$ cat src/rtl/mux_pkg.sv
// Shared defaults and width helpers for the scanning channel multiplexer.
package mux_pkg;
  localparam int W_DEF   = 4;
  localparam int N_DEF   = 4;
  localparam int DIV_DEF = 1000;

  // Select width: ceil(log2(n)), never below one bit.
  function automatic int sel_w(input int n);
    return (n <= 2) ? 1 : $clog2(n);
  endfunction

  function automatic int cnt_w(input int d);
    return (d <= 2) ? 1 : $clog2(d);
  endfunction
endpackage

$ cat src/rtl/scan_prescaler.sv
// DIV-modulo dwell counter; tick is high on the enabled cycle that wraps it.
module scan_prescaler
  import mux_pkg::*;
#(
  parameter int DIV = DIV_DEF
) (
  input  logic clk,
  input  logic rst,
  input  logic en,
  input  logic clr,
  output logic tick
);
  localparam int CW = cnt_w(DIV);
  localparam logic [CW-1:0] LAST = CW'(DIV - 1);

  logic [CW-1:0] cnt;

  assign tick = en && !clr && (cnt == LAST);

  always_ff @(posedge clk) begin
    if (rst) begin
      cnt <= '0;
    end else if (en) begin
      if (clr || tick) cnt <= '0;
      else             cnt <= cnt + CW'(1);
    end
  end
endmodule

$ cat src/rtl/mux_scan_n.sv
// N-channel data mux with direct select or timed auto-scan; all outputs registered.
module mux_scan_n
  import mux_pkg::*;
#(
  parameter int W   = W_DEF,
  parameter int N   = N_DEF,
  parameter int DIV = DIV_DEF,
  localparam int SW = sel_w(N)
) (
  input  logic           CLK,
  input  logic           R,
  input  logic           EN,
  input  logic           MODE,
  input  logic [SW-1:0]  SEL,
  input  logic [N*W-1:0] ENT,
  output logic [W-1:0]   OUT,
  output logic [SW-1:0]  CH,
  output logic [N-1:0]   AN,
  output logic           STEP
);
  logic          tick;
  logic [SW-1:0] ch_next;
  logic [W-1:0]  out_next;
  logic [N-1:0]  an_next;

  // Direct mode holds the dwell counter cleared so a later scan starts fresh.
  scan_prescaler #(.DIV(DIV)) u_pre (
    .clk  (CLK),
    .rst  (R),
    .en   (EN),
    .clr  (!MODE),
    .tick (tick)
  );

  always_comb begin
    ch_next = CH;
    if (!MODE)                ch_next = SEL;
    else if (int'(CH) >= N)   ch_next = '0;
    else if (tick)            ch_next = (int'(CH) == N - 1) ? '0 : CH + SW'(1);

    // Out-of-range channels decode to blank data and no enable.
    out_next = '0;
    an_next  = '0;
    for (int k = 0; k < N; k++) begin
      if (ch_next == SW'(k)) begin
        out_next   = ENT[k*W +: W];
        an_next[k] = 1'b1;
      end
    end
  end

  always_ff @(posedge CLK) begin
    if (R) begin
      OUT  <= '0;
      CH   <= '0;
      AN   <= '0;
      STEP <= 1'b0;
    end else begin
      STEP <= tick;
      if (EN) begin
        CH  <= ch_next;
        OUT <= out_next;
        AN  <= an_next;
      end
    end
  end
endmodule

$ cat config.mk
export PLATFORM = sky130hd
export DESIGN_NAME = mux_scan_n
export DESIGN_NICKNAME = d
export VERILOG_FILES = /design/src/rtl/mux_pkg.sv /design/src/rtl/scan_prescaler.sv /design/src/rtl/mux_scan_n.sv
export SDC_FILE = /design/constraint.sdc
export NUM_CORES = 1
export LEC_CHECK = 0
export ABC_AREA = 1
export CELL_PAD_IN_SITES_DETAIL_PLACEMENT = 1
export CELL_PAD_IN_SITES_GLOBAL_PLACEMENT = 1
export CORE_MARGIN = 3
export CORE_UTILIZATION = 34
export DETAILED_ROUTE_END_ITERATION = 10
export PLACE_DENSITY_LB_ADDON = 0.1
export SYNTH_ARGS = -nofsm -noshare
export SYNTH_HDL_FRONTEND = slang
export SYNTH_SLANG_ARGS = --single-unit
$ cat constraint.sdc
create_clock -name CLK -period 1.9 [get_ports CLK]
set_clock_uncertainty 0.1 [all_clocks]
set_input_delay 0.38 -clock CLK [delete_from_list [all_inputs] [get_ports CLK]]
set_output_delay 0.38 -clock CLK [all_outputs]
set_load 0.02 [all_outputs]
After elaboration in Yosys (flattened, before gate mapping)
Cells that the tools add are included.
Storage, ports and cells
  register bits: 21
  latch bits: 0
  memory bits (writable): 0
  memory bits (read-only): 0
  input port bits: 22
  output and inout bits: 11
  word-level logic and storage cells: 29
  memories kept: 0
Operators by class
  $add $sub $neg: 2
  multipliers: 0
  div/mod/pow operators: 0
  order comparisons: 0
  eq/ne operators: 5
  shift operators: 0
  multiplexer cells: 12
  bitwise gates (word level): 0
  reductions and logical operators: 5
Operators with widths (number)
  2-to-1 mux 4 bit: 4
  adder 10 x 1 -> 10 bit (second input constant): 1
  equality test 10 bit (second input constant): 1
  2-to-1 mux 10 bit: 1
  2-to-1 mux 2 bit: 3
  equality test 2 x 1 -> 1 bit (second input constant): 2
  equality test 2 bit (second input constant): 2
  2-to-1 mux 1 bit: 4
  adder 2 x 1 -> 2 bit (second input constant): 1
  logical AND 1 bit: 2
  zero test 2 bit: 1
  zero test 1 bit: 1
  logical OR 1 bit: 1

Longest topological paths before layout
  word-level depth: 9
  gate-level depth with buffers: 13
  depth with buffers taken out: 12

By module
Synthesis repeated with hierarchy kept, for this count alone.
Unflattened totals
  cells, all modules: 171
  area, all modules: 1258.7 um^2
By module, submodules not included
  mux_scan_n: times used 1, cells an instance 95, area an instance 648.1 um^2, sequential area each 220.2 um^2
  scan_prescaler: times used 1, cells an instance 76, area an instance 610.6 um^2, sequential area each 200.2 um^2

Worst setup path before layout
Ideal clock, no wire load.
  path type: reg2reg
  start point: register CH[0]
  end point: register OUT[2]
  library setup time: 132 ps
  arrival: 1469 ps
  required time: 1668 ps
  setup slack: 200 ps
  stages on the path, launching flop included: 11
  buffers on the path: 1
  period minus slack after synthesis: 1700 ps
  cell sequence: dfxtp_1 -> ha_1 -> inv_1 -> nand4_1 -> nand3_1 -> nand2_2 -> buf_6 -> o21ai_1 -> nand3_1 -> nand2_1 -> a21oi_2
Between the ends
  longest elaborated chain between the ends: 9
  elaborated cells between the ends (all ways): 13
  those cells by class: add/sub (1); eq/ne (4); mux (7); reduce/logical (1)
Ends and longest elaborated chain
  start, declared: RTL line mux_scan_n.sv:17  | output logic [SW-1:0] CH,
  start signal, assigned: RTL line mux_scan_n.sv:61  | CH <= ch_next;
  adder 2 x 1 -> 2 bit / equality test 2 x 1 -> 1 bit (equally long branches): RTL line mux_scan_n.sv:39  | else if (tick) ch_next = (int'(CH) == N - 1) ? '0 : CH + SW'(1);
  2-to-1 mux 2 bit: RTL line mux_scan_n.sv:39
  2-to-1 mux 2 bit (*): RTL line mux_scan_n.sv:39
  2-to-1 mux 2 bit (*): RTL line mux_scan_n.sv:37  | if (!MODE) ch_next = SEL;
  zero test 2 bit: RTL line mux_scan_n.sv:45  | if (ch_next == SW'(k)) begin
  2-to-1 mux 4 bit (3 in a row): RTL line mux_scan_n.sv:45
  2-to-1 mux 4 bit (*): RTL line mux_scan_n.sv:45
  end signal, assigned: RTL line mux_scan_n.sv:62  | OUT <= out_next;
  end, declared: RTL line mux_scan_n.sv:16  | output logic [W-1:0] OUT,
Every way passes the cells marked *; elsewhere a longest branch is shown, timed or not.
A chain may end at the register's enable or synchronous reset.

Worst setup path in the final report
  start point: register CH[1]
  end point: output CH[1]
No word-level cell between the ends.

==> key figures <==
Status
  – Status: finished clean

Hold path
  – Hold path depth: 2
  – Hold Crit Start: OUT[0]
  – Min-Delay Path Class: flip-flop to flip-flop
  – Worst Hold End: OUT[0]

Yosys
  – Post-Synth Simple-Gate Area: 40.9%
  – Largest family of logic cells by synthesized area: simple AND/OR/NAND/NOR gates
  – XOR/XNOR share of the synthesized area: 0.700%
  – Post-synthesis instance area: 0.00125 mm2
  – Number of distinct library cells after synthesis: 32
  – Post-synth EDFFs: 0
  – Syn Area/Cell: 7.23 um2
  – Post-synthesis net count: 197
  – Synth Area in Adders: 2.00%
  – Compound-Gate Fraction of Synth Area: 13.7%
  – Synth Instances: 173
  – Multiplexer share of the synthesized area: 0%
  – Cells taking the most area after synthesis: dfxtp_1, nand2_1, nand3_1
  – Syn. warnings: 0
  – Synthesized flop and latch total: 21
  – Synth async-reset ratio: 0%
  – Post-synth top area share: 33.6%
  – Top cell type by total area after synthesis: dfxtp_1
  – Synth Flop Type: dfxtp_1
  – Post-synthesis sequential area ratio: 33.6%

STA
  – Tcrit/Tclk final: 93.7%
  – Slew HR: 75.4%
  – Final hold viol count: 0
  – Worst Tran Pin Value: 0.366 ns
  – Setup TNS: 0 ns
  – Min cycle time layout: 1.78 ns
  – PnR worst setup slack: 0.121 ns
  – RSZ-0062 raised after global routing: no
  – Final Setup Violations: 0
  – Pins over their slew limit: 0
  – Highest clock rate: 0.562 GHz

Final layout
  – ANT cells: 0
  – Fill cell count: 445
  – Final core occ: 52.0%
  – Share of cells above drive strength 1: 24.2%
  – Area grow syn2layout: 43.0%
  – NumNets Final: 240
  – Fin area: 0.00179 mm2

Die
  – Num rows: 21
  – Die H: 66.7 um
  – DIE AREA: 0.00444 mm2
  – Initial Utilization: 36.4%
  – Core area: 0.00344 mm2
  – Die span in x: 66.7 um
  – IO Count: 33

Route
  – Initial drt markers: 34
  – Avg WL per Cell: 13.8 um
  – Pre-Repair DR Iteration Count: 4
  – Routed Antenna Nets: 0
  – DR vias: 1297
  – Final routed DRC violation total: 0
  – Via density: 4.97
  – Routed WL: 3590 um

Setup path
  – Worst reg2reg startpoint: u_pre.cnt[0]
  – CP Capture Type: primary output
  – Top delay family on crit path: buffers and inverters
  – CP required: 1.42 ns
  – Worst-path cell chain: clkdlybuf4s50_1
  – Worst-path maximum fanout: 4
  – Crit path largest cell delay: 0.63 ns
  – Crit path launch type: flip-flop
  – Worst path buffer plus inverter count: 1
  – Reg2reg path depth: 11
  – Worst Path Arrival: 1.30 ns
  – Setup Crit Path Kind: flip-flop to primary output
  – Reg-to-Reg End: OUT[3]
  – Register-to-register setup slack: 0.16 ns
  – CP max stage cell: clkdlybuf4s50_1

Global route
  – First-pass GRT wire length: 6090 um
  – Initial antenna violation count: 0
  – Largest net degree at the start of global routing: 21
  – Tot GR Track Use: 17.6%
  – Vias in the first global route: 1333
  – Congestion Overflow GR: 0

Clocking
  – Clock sinks: 21
  – Clk buf depth: 2
  – H-tree Lvls: 1
  – Clock Pin Slew Worst Setup and Hold Paths: 0.08 ns
  – TritonCTS Buffers: 3
  – Root Driver: clkbuf_8
  – CTS tree: done
  – Clk_lat worst skew: 0.26 ns
  – Post-CTS setup buffers: 0

Pwr
  – Pwr dens: 574 mW/mm2
  – Combinational share of power: 24.6%
  – P_int: 0.730 mW
  – Reg power frac: 46.0%
  – Peak VDD IR: 0.000300 V
  – Psw: 0.298 mW
  – Total power: 1.03 mW
  – Switching part of the total: 29.0%
  – Clock power frac: 29.4%
  – Leak pwr: 0.744 nW

Place
  – IO buf count: 32
  – Routability Congestion: 0.777
  – HPWL Detailed: 2750 um
  – Placed Instance Area: 0.00169 mm2
  – Pre-CTS setup slack: -0.256 ns

Job
  – Number of max-cap violations: 0
cell type report:
type	instances	area (um2)	share of cell area, %
clock buffers	3	41.3	2.31
clock inverters	1	5.00	0.280
inverters	18	67.6	3.78
multi-input cells	128	763	42.7
flip-flops and latches	21	424	23.7
well taps	46	57.6	3.22
repair buffers	44	430	24.1
stage by stage:
| stage | hold slack [ns] | std cells |
|---|---|---|
| after floorplan | 0.367 | 173 |
| after global placement | 0.363 | 256 |
| after detailed placement | 0.371 | 256 |
| after CTS | 0.384 | 260 |
| after global routing | 0.406 | 261 |
| final | 0.385 | 261 |
worst max path at each step:
| stage | depth (start not counted) | endpoint | slack [ns] | from |
|---|---|---|---|---|
| 3_5_place_dp | 11 | OUT[2] | -0.26 | EN |
| 6_report | 1 | CH[1] | 0.12 | CH[1] |
| 5_1_grt | 11 | OUT[2] | 0.008 | u_pre.cnt[0] |
| 4_1_cts | 11 | OUT[2] | 0.008 | EN |
| 2_1_floorplan | 10 | OUT[2] | 0.20 | CH[0] |
| 3_3_place_gp | 11 | OUT[2] | -0.18 | EN |
power groups by stage:
stage,clock [mW],combinational [mW],sequential (mW)
3_5_place_dp,0,0.245,0.482
3_3_place_gp,0,0.239,0.480
2_1_floorplan,0,0.113,0.498
4_1_cts,0.314,0.246,0.472
5_1_grt,0.331,0.277,0.477
6_report,0.302,0.253,0.473
kinds of logic after synthesis:
group | after synthesis
flip-flops | 21
AO/OA/AOI/OAI | 28
buffers and inverters | 25
XOR/XNOR | 1
adder cells (fa/ha/maj) | 2
AND/OR/NAND/NOR | 96
synthesized netlist by cell type, drive strengths merged, types with 3 or more instances:
master,n
buf,5
nor2,18
nand3,20
inv,18
nor3,3
nand3b,4
nand2,41
a21oi,13
dfxtp,21
or2,3
o21ai,9
nand4,4
registers in the layout, indices dropped and copies added (netlist names):
register	cells
CH	2
u_pre.cnt	10
OUT	4
AN	4
STEP	1
layout by cell type, fill, tap and decap left out, drive strengths merged:
cell type,n
nand2,42
clkdlybuf4s50,29
dfxtp,21
nand3,20
inv,18
nor2,18
a21oi,13
buf,12
o21ai,9
nand4,4
nand3b,4
or2,3
nor3,3
clkbuf,3
dlymetal6s2s,3
a211oi,2
o21a,2
nor3b,2
ha,2
o211ai,1
nor4,1
a31o,1
xor2,1
clkinv,1
per-layer routing:
| layer | global-route usage, % | vias up | share of wire (%) |
|---|---|---|---|
| li1 | - | 657 | - |
| met1 | 24.9 | 615 | 49 |
| met2 | 27.4 | 21 | 47 |
| met3 | 2.02 | 4 | 2.1 |
| met4 | 6.09 | 0 | 1.3 |
| met5 | 0 | - | 0 |
timing repair:
| action | 4_1_cts | 5_1_grt |
|---|---|---|
| endpoints found under the setup margin | 0 | 13 |
| gates resized for setup | 0 | 16 |
| hold buffers | 0 | 0 |
(Power assumes the default switching activity.)
